`config.mk`:
```
export PLATFORM = sky130hd
export DESIGN_NAME = counter_updown_mod
export DESIGN_NICKNAME = d
export VERILOG_FILES = /design/src/rtl/counter_updown_mod.sv
export SDC_FILE = /design/constraint.sdc
export NUM_CORES = 1
export LEC_CHECK = 0
export ABC_CLOCK_PERIOD_IN_PS = 3200
export CAP_MARGIN = 20
export CORE_UTILIZATION = 52
export CTS_BUF_LIST = sky130_fd_sc_hd__clkbuf_4
export DETAILED_ROUTE_END_ITERATION = 16
export MAX_ROUTING_LAYER = met4
export PLACE_DENSITY_LB_ADDON = 0.1
export SLEW_MARGIN = 30
export SYNTH_ARGS = -nofsm -noshare
export SYNTH_HDL_FRONTEND = slang
export SYNTH_SLANG_ARGS = --single-unit
```
`constraint.sdc`:
```
create_clock -name clk -period 3.2 [get_ports clk]
set_input_delay 0.64 -clock clk [delete_from_list [all_inputs] [get_ports clk]]
set_output_delay 0.64 -clock clk [all_outputs]
set_load 0.02 [all_outputs]
```
`src/rtl/counter_updown_mod.sv`:
```
// Up/down modulo counter with synchronous clear/load, programmable terminal value,
// a terminal-count pulse and a sticky overflow flag. All outputs are registered.
// Optional build macro COUNTER_SAT_EN: saturate at the bounds instead of wrapping.
module counter_updown_mod #(
  parameter int unsigned COUNTER_WIDTH = 8,
  parameter int unsigned CNT_MAX       = (2 ** COUNTER_WIDTH) - 1
) (
  input  logic                     clk,
  input  logic                     rst,
  input  logic                     en,
  input  logic                     up_dn,
  input  logic                     clr,
  input  logic                     ld,
  input  logic [COUNTER_WIDTH-1:0] ld_val,
  output logic [COUNTER_WIDTH-1:0] cntr_o,
  output logic                     tc_o,
  output logic                     zero_o,
  output logic                     ovf_o
);

  localparam logic [COUNTER_WIDTH-1:0] MaxVal = CNT_MAX[COUNTER_WIDTH-1:0];

  logic [COUNTER_WIDTH-1:0] cnt_q, cnt_d;
  logic                     tc_q, tc_d;
  logic                     zero_q, zero_d;
  logic                     ovf_q, ovf_d;

  // One extra bit so the increment of 2**W-1 is visible as a crossing.
  logic [COUNTER_WIDTH:0]   inc_w;
  logic [COUNTER_WIDTH-1:0] dec_w;
  logic                     at_max_w;
  logic                     at_zero_w;

  assign inc_w     = {1'b0, cnt_q} + 1'b1;
  assign dec_w     = cnt_q - 1'b1;
  assign at_max_w  = (inc_w > {1'b0, MaxVal});
  assign at_zero_w = (cnt_q == '0);

  // Next-state: clr beats ld beats en; tc is only raised on a boundary event.
  always_comb begin
    cnt_d = cnt_q;
    tc_d  = 1'b0;
    ovf_d = ovf_q;
    if (clr) begin
      cnt_d = '0;
      ovf_d = 1'b0;
    end else if (ld) begin
      cnt_d = (ld_val > MaxVal) ? MaxVal : ld_val;
    end else if (en) begin
      if (up_dn) begin
        if (at_max_w) begin
          tc_d  = 1'b1;
          ovf_d = 1'b1;
`ifdef COUNTER_SAT_EN
          cnt_d = MaxVal;
`else
          cnt_d = '0;
`endif
        end else begin
          cnt_d = inc_w[COUNTER_WIDTH-1:0];
        end
      end else begin
        if (at_zero_w) begin
          tc_d  = 1'b1;
          ovf_d = 1'b1;
`ifdef COUNTER_SAT_EN
          cnt_d = '0;
`else
          cnt_d = MaxVal;
`endif
        end else begin
          cnt_d = dec_w;
        end
      end
    end
    // Derived from the next value so zero_o never lags cntr_o.
    zero_d = (cnt_d == '0);
  end

  // State registers with asynchronous active-low reset.
  always_ff @(posedge clk or negedge rst) begin
    if (!rst) begin
      cnt_q  <= '0;
      tc_q   <= 1'b0;
      zero_q <= 1'b1;
      ovf_q  <= 1'b0;
    end else begin
      cnt_q  <= cnt_d;
      tc_q   <= tc_d;
      zero_q <= zero_d;
      ovf_q  <= ovf_d;
    end
  end

  assign cntr_o = cnt_q;
  assign tc_o   = tc_q;
  assign zero_o = zero_q;
  assign ovf_o  = ovf_q;

endmodule
```
==> results of run 1 <==
-- layer usage --
| layer | up-vias | share of wire, % | global-route usage, % |
|---|---|---|---|
| met1 | 586 | 42 | 40.2 |
| met5 | - | 0 | - |
| li1 | 588 | - | - |
| met3 | 10 | 8.6 | 4.05 |
| met4 | 0 | 2.0 | 11.3 |
| met2 | 79 | 47 | 45.0 |
-- worst max-delay path: stages (launching register included) --
cell	delay, ns
dfrtp_1	0.50
inv_1	0.17
ha_1	0.39
nand4b_2	0.14
a2111oi_2	0.35
a31oi_1	0.15
a211oi_4	0.36
o211ai_2	0.17
a2111oi_2	0.33
and4bb_1	0.23
-- power by group through the flow --
stage / sequential (uW) / clock [uW] / combinational (uW)
2_1_floorplan: 179 / 0 / 124
3_3_place_gp: 184 / 0 / 185
3_5_place_dp: 185 / 0 / 187
4_1_cts: 182 / 108 / 189
5_1_grt: 185 / 117 / 206
6_report: 183 / 107 / 191
-- cell usage in the layout (no fill, tap or decap), drive strengths merged, types with 3 or more instances in the layout --
cell type and instances:
clkbuf 4, a2111oi 3, a31oi 3, a21oi 9
dfrtp 10, o21ai 5, nand3 9, a211oi 3
ha 4, inv 11, clkdlybuf4s50 24, nor2 10
nand4 5, nor3 4, o211ai 5, nand2b 3
a21o 3, nand2 7
-- cell type report --
class,count,area share [%]
flip-flops and latches,11,19.5
repair buffers,25,17.5
well taps,27,2.39
clock buffers,4,2.12
inverters,11,2.92
multi-input cells,110,55.5
-- registers in the layout (all words and copies together) (netlist names) --
| register | count |
|---|---|
| tc_o | 1 |
| ovf_o | 1 |
| cntr_o | 8 |
| zero_o | 1 |
-- stage by stage --
step,cell area [um2],std cells,hold slack (ns),worst slack (ns),total power [uW]
after global routing,1420,188,0.514,0.161,509
final,1420,188,0.480,0.376,482
after floorplan,1160,143,0.344,0.592,303
after global placement,1390,184,0.471,0.403,369
after detailed placement,1390,184,0.467,0.406,372
after CTS,1420,188,0.483,0.390,479
-- cell families (layout without fill, tap and decap cells) --
family	Yosys count	in the layout	synth area share, %
fa+ha+maj	4	4	4.32
simple gates	50	50	24.4
xor+xnor	3	3	2.27
compound gates	53	53	36.9
buf+inv	22	40	8.22
flops	11	11	23.9
-- worst min path at each step --
stage	slack [ns]	depth (start not counted)	to
floorplan	0.34	0	cntr_o[0]$_DFF_PN0_
global placement	0.47	1	ovf_o$_DFFE_PN0P_
detailed placement	0.47	1	ovf_o$_DFFE_PN0P_
CTS	0.48	1	ovf_o$_DFFE_PN0P_
global route	0.51	1	ovf_o$_DFFE_PN0P_
finish	0.48	1	ovf_o$_DFFE_PN0P_
==> impl_results.md, run 1 <==
* Synth Register Bits at 11
* Count leader, synth: inv_1
* Synth cell count leaders: 11 x inv_1, 10 x dfrtp_1, 10 x nor2_1
* CP Data Required Time at 3.43 ns
* Synth unique cells at 52
* Io pins at 25
* Clock transition at path regs at 0.08 ns
* Status: finished, final reports clean
* DRC at 0
* GRT overflow at 0
* Post-synth top area cell: dfrtp_1
* Slew Viols, Final at 0
* Startpoint Class: flip-flop
* Switching power at 187 uW
* Register area at 277 um2
* Worst-path maximum fanout at 9
* Setup tns final at 0 ns
* Synthesized netlist net count at 161
* Gr usage total at 29.7%
* Post-CTS Setup Inserts at 0
* Mapped Cells at 143
* Main synth FF type: dfrtp_1
* CP startpoint: cntr_o[0]$_DFF_PN0_
* CP Capture Type: flip-flop
* Fillers at 164
* Detail Placement HPWL at 2420 um
* DRT iter0 DRCs at 62
* CTS Hold Bufs at 0
* Via Count at 1263
* Drt total wl at 3210 um
* H-Tree Depth at 1
* Largest net degree at the start of global routing at 17
* Number of vias per cell at 6.72
* EDFF count, synth at 0
* Reg2reg path depth at 9
* Antenna violations before repair at 0
* Routed Antenna Nets at 0
* N_diodes at 0
* CTS tree: done
* Crit Path Class: reg -> reg
* RR Startpoint: cntr_o[0]$_DFF_PN0_
* Synth top area share at 21.6%
* CP Capture Point: zero_o$_DFF_PN1_
* Register area share after synthesis at 23.9%
* First-pass GRT wire length at 5310 um
* Slew HR at 64.0%
* Num CTS Buffers at 3
* Core area at 0.00202 mm2
* Mapped Area at 0.00116 mm2
* Yosys Warn Count at 0
* DIE AREA at 0.00242 mm2
* Async S/R FF share, synth at 100%
* Cts repair resizes at 0
* DR pass1 iterations at 4
* Reg2reg setup slack at 0.38 ns
* Skew-Pair Late Insertion Delay at 0.28 ns
* Layout cells sized above 1 at 9.94%
* Sink Count at 11
* Syn avg cell area at 8.09 um2
* Top cells by area, synth: dfrtp_1 22%, ha_1 4.3%, a21oi_1 3.9%
* Final setup violation count at 0
* Vias in the first global route at 1133
* Fmax at 354 MHz
* Nets at 180
* Drt wl/cell at 17.1 um
* Area occupied by multi-input gates at 786 um2
* RSZ-0062 raised after global routing: no
* Die W at 49.2 um
* Fin util at 70.0%
* Maxcap violations at 0
* Period minus WS final at 2.82 ns
* Internal power at 295 uW
* Endpoints failing hold at 0
* Part of the power in combinational logic at 39.7%
* Maximum clock insertion buffer count at 2
* Reg power frac at 38.0%
* Reg2Reg Capture Point: zero_o$_DFF_PN1_
* Area delta synth->final at 22.3%
* # rows at 16
* HP Class: reg -> reg
* IO buf count at 24
* Clock power share at 22.3%
* Die Ht at 49.2 um
* Final period utilization at 88.2%
* Clock Skew at 0.00812 ns
* Worst Hold Launch: ovf_o$_DFFE_PN0P_
* CTS root buf: clkbuf_4
* Arrival time at the worst endpoint at 3.05 ns
* Pwr dens at 340 mW/mm2
* Starting Density at 57.2%
* LEAKAGE at 0.000564 uW
* GPL Wtd Cong at 0.900
* Worst-Margin Slew at 0.539 ns
* Worst IR drop on VDD at 274 uV
* Switching Share at 38.8%
(Power assumes the default switching activity.)
==> run 2: changes to the inputs <==
--- a/config.mk
+++ b/config.mk
@@ -14,2 +14,3 @@
 export PLACE_DENSITY_LB_ADDON = 0.1
+export SKIP_CTS_REPAIR_TIMING = 1
 export SLEW_MARGIN = 30
==> constraint.sdc (replaced) <==
create_clock -name clk -period 3.2 [get_ports clk]
set_input_delay 0.32 -clock clk [delete_from_list [all_inputs] [get_ports clk]]
set_output_delay 0.32 -clock clk [all_outputs]
set_load 0.02 [all_outputs]
==> run 2 against run 1 <==
  * Wire length rose by 10%
  * Sequential share of layout area unchanged
  * Total power is 1.2% higher
  * Clock skew decreased by 0.0036 ns
  * Via count up 0.40%
  * Global-route usage increased by 3.2 points
  * Maximum frequency decreased by 0.99%
  * Critical path type unchanged
  * Largest power group unchanged
==> impl_results.md, run 2 (same netlist as run 1, synthesis figures left out) <==
* Worst IR drop on VDD at 272 uV
* Drt total wl at 3530 um
* Arrival time at the worst endpoint at 3.07 ns
* Max reg flops at 8
* DRT iter0 DRCs at 53
* Endpoints failing hold at 0
* Reg2reg path depth at 9
* Maxcap violations at 0
* Final period utilization at 89.1%
* Die Ht at 49.2 um
* CP Capture Type: flip-flop
* RR Startpoint: cntr_o[0]$_DFF_PN0_
* Num CTS Buffers at 3
* Worst-path maximum fanout at 9
* Drt wl/cell at 18.8 um
* IO buf count at 24
* Slew HR at 61.6%
* DR pass1 iterations at 4
* Dpl cells at 184
* HP Class: in -> async
* CTS root buf: clkbuf_4
* First-pass GRT wire length at 5870 um
* RSZ-0062 raised after global routing: no
* Pwr dens at 344 mW/mm2
* Worst-Margin Slew at 0.574 ns
* H-Tree Depth at 1
* Maximum clock insertion buffer count at 2
* Slew Viols, Final at 0
* Area delta synth->final at 22.3%
* CP Data Required Time at 3.42 ns
* Nets at 180
* Reg2Reg Capture Point: zero_o$_DFF_PN1_
* # rows at 16
* Crit Path Class: reg -> reg
* Largest net degree at the start of global routing at 17
* Clock Skew at 0.00450 ns
* Core area at 0.00202 mm2
* Startpoint Class: flip-flop
* Setup tns final at 0 ns
* DRC at 0
* Via Count at 1268
* Clock transition at path regs at 0.08 ns
* Io pins at 25
* Fmax at 351 MHz
* Layout cells sized above 1 at 9.94%
* CTS tree: done
* Final cell count without fillers at 188
* Die W at 49.2 um
* Final setup violation count at 0
* Number of vias per cell at 6.74
* Gr usage total at 33.0%
* DIE AREA at 0.00242 mm2
* LEAKAGE at 0.000564 uW
* Skew-Pair Late Insertion Delay at 0.28 ns
* Reg2reg setup slack at 0.35 ns
* GRT overflow at 0
* Antenna violations before repair at 0
* GPL Wtd Cong at 0.934
* Detail Placement HPWL at 2700 um
* Most frequent cells in the layout: 24 x clkdlybuf4s50_1, 11 x inv_1, 10 x nor2_1, 10 x dfrtp_1
* Starting Density at 57.2%
* Vias in the first global route at 1211
* Commonest non-fill, non-tap cell in the layout: clkdlybuf4s50_1
* Period minus WS final at 2.85 ns
* Status: finished, final reports clean
* Routed Antenna Nets at 0
* Sink Count at 11
* N_diodes at 0
-- run 2: cell counts in the layout (fill, tap and decap cells not counted) --
No cell type changed its count.
-- run 2: worst max path at each step --
stage | startpoint | endpoint | cells past startpoint
after floorplan | cntr_o[0]$_DFF_PN0_ | zero_o$_DFF_PN1_ | 9
after global placement | cntr_o[0]$_DFF_PN0_ | zero_o$_DFF_PN1_ | 9
after detailed placement | cntr_o[0]$_DFF_PN0_ | zero_o$_DFF_PN1_ | 9
after CTS | cntr_o[0]$_DFF_PN0_ | zero_o$_DFF_PN1_ | 9
after global routing | cntr_o[0]$_DFF_PN0_ | zero_o$_DFF_PN1_ | 9
final | cntr_o[0]$_DFF_PN0_ | zero_o$_DFF_PN1_ | 9
-- run 2: layout make-up --
cell class / instances / area, um2
Fill cell: 186 / 607
Multi-Input combinational cell: 110 / 786
Sequential cell: 11 / 277
Timing Repair Buffer: 25 / 248
Tap cell: 27 / 33.8
Clock buffer: 4 / 30.0
Inverter: 11 / 41.3
-- run 2: per-layer routing --
metal | share of wire (%) | vias up | global-route usage [%]
met2 | 48 | 73 | 50.5
met4 | 2.6 | 0 | 15.7
li1 | - | 582 | -
met5 | 0 | - | -
met3 | 7.8 | 11 | 3.74
met1 | 42 | 602 | 43.2
-- run 2: critical path: stages, from the launching register on --
cell and delay [ns]:
dfrtp_1 0.49, inv_1 0.17, ha_1 0.38, nand4b_2 0.14
a2111oi_2 0.41, a31oi_1 0.16, a211oi_4 0.34, o211ai_2 0.16
a2111oi_2 0.33, and4bb_1 0.23
-- run 2: where the power goes --
part / total [uW] / internal (uW) / switching, uW
registers: 184 / 151 / 32.9
clock network: 110 / 56.9 / 53.1
logic: 194 / 86.9 / 107
total: 487 / 295 / 193
-- run 2: through the flow --
step,power [uW],cell area [um2],setup WS [ns],utilization [%],hold WS [ns]
2_1_floorplan,303,1160,0.592,-,0.0244
3_3_place_gp,371,1390,0.560,68.5,0.469
3_5_place_dp,376,1390,0.384,68.5,0.479
4_1_cts,487,1420,0.377,70.0,0.404
5_1_grt,517,1420,0.182,70.0,0.434
6_report,487,1420,0.348,70.0,0.400
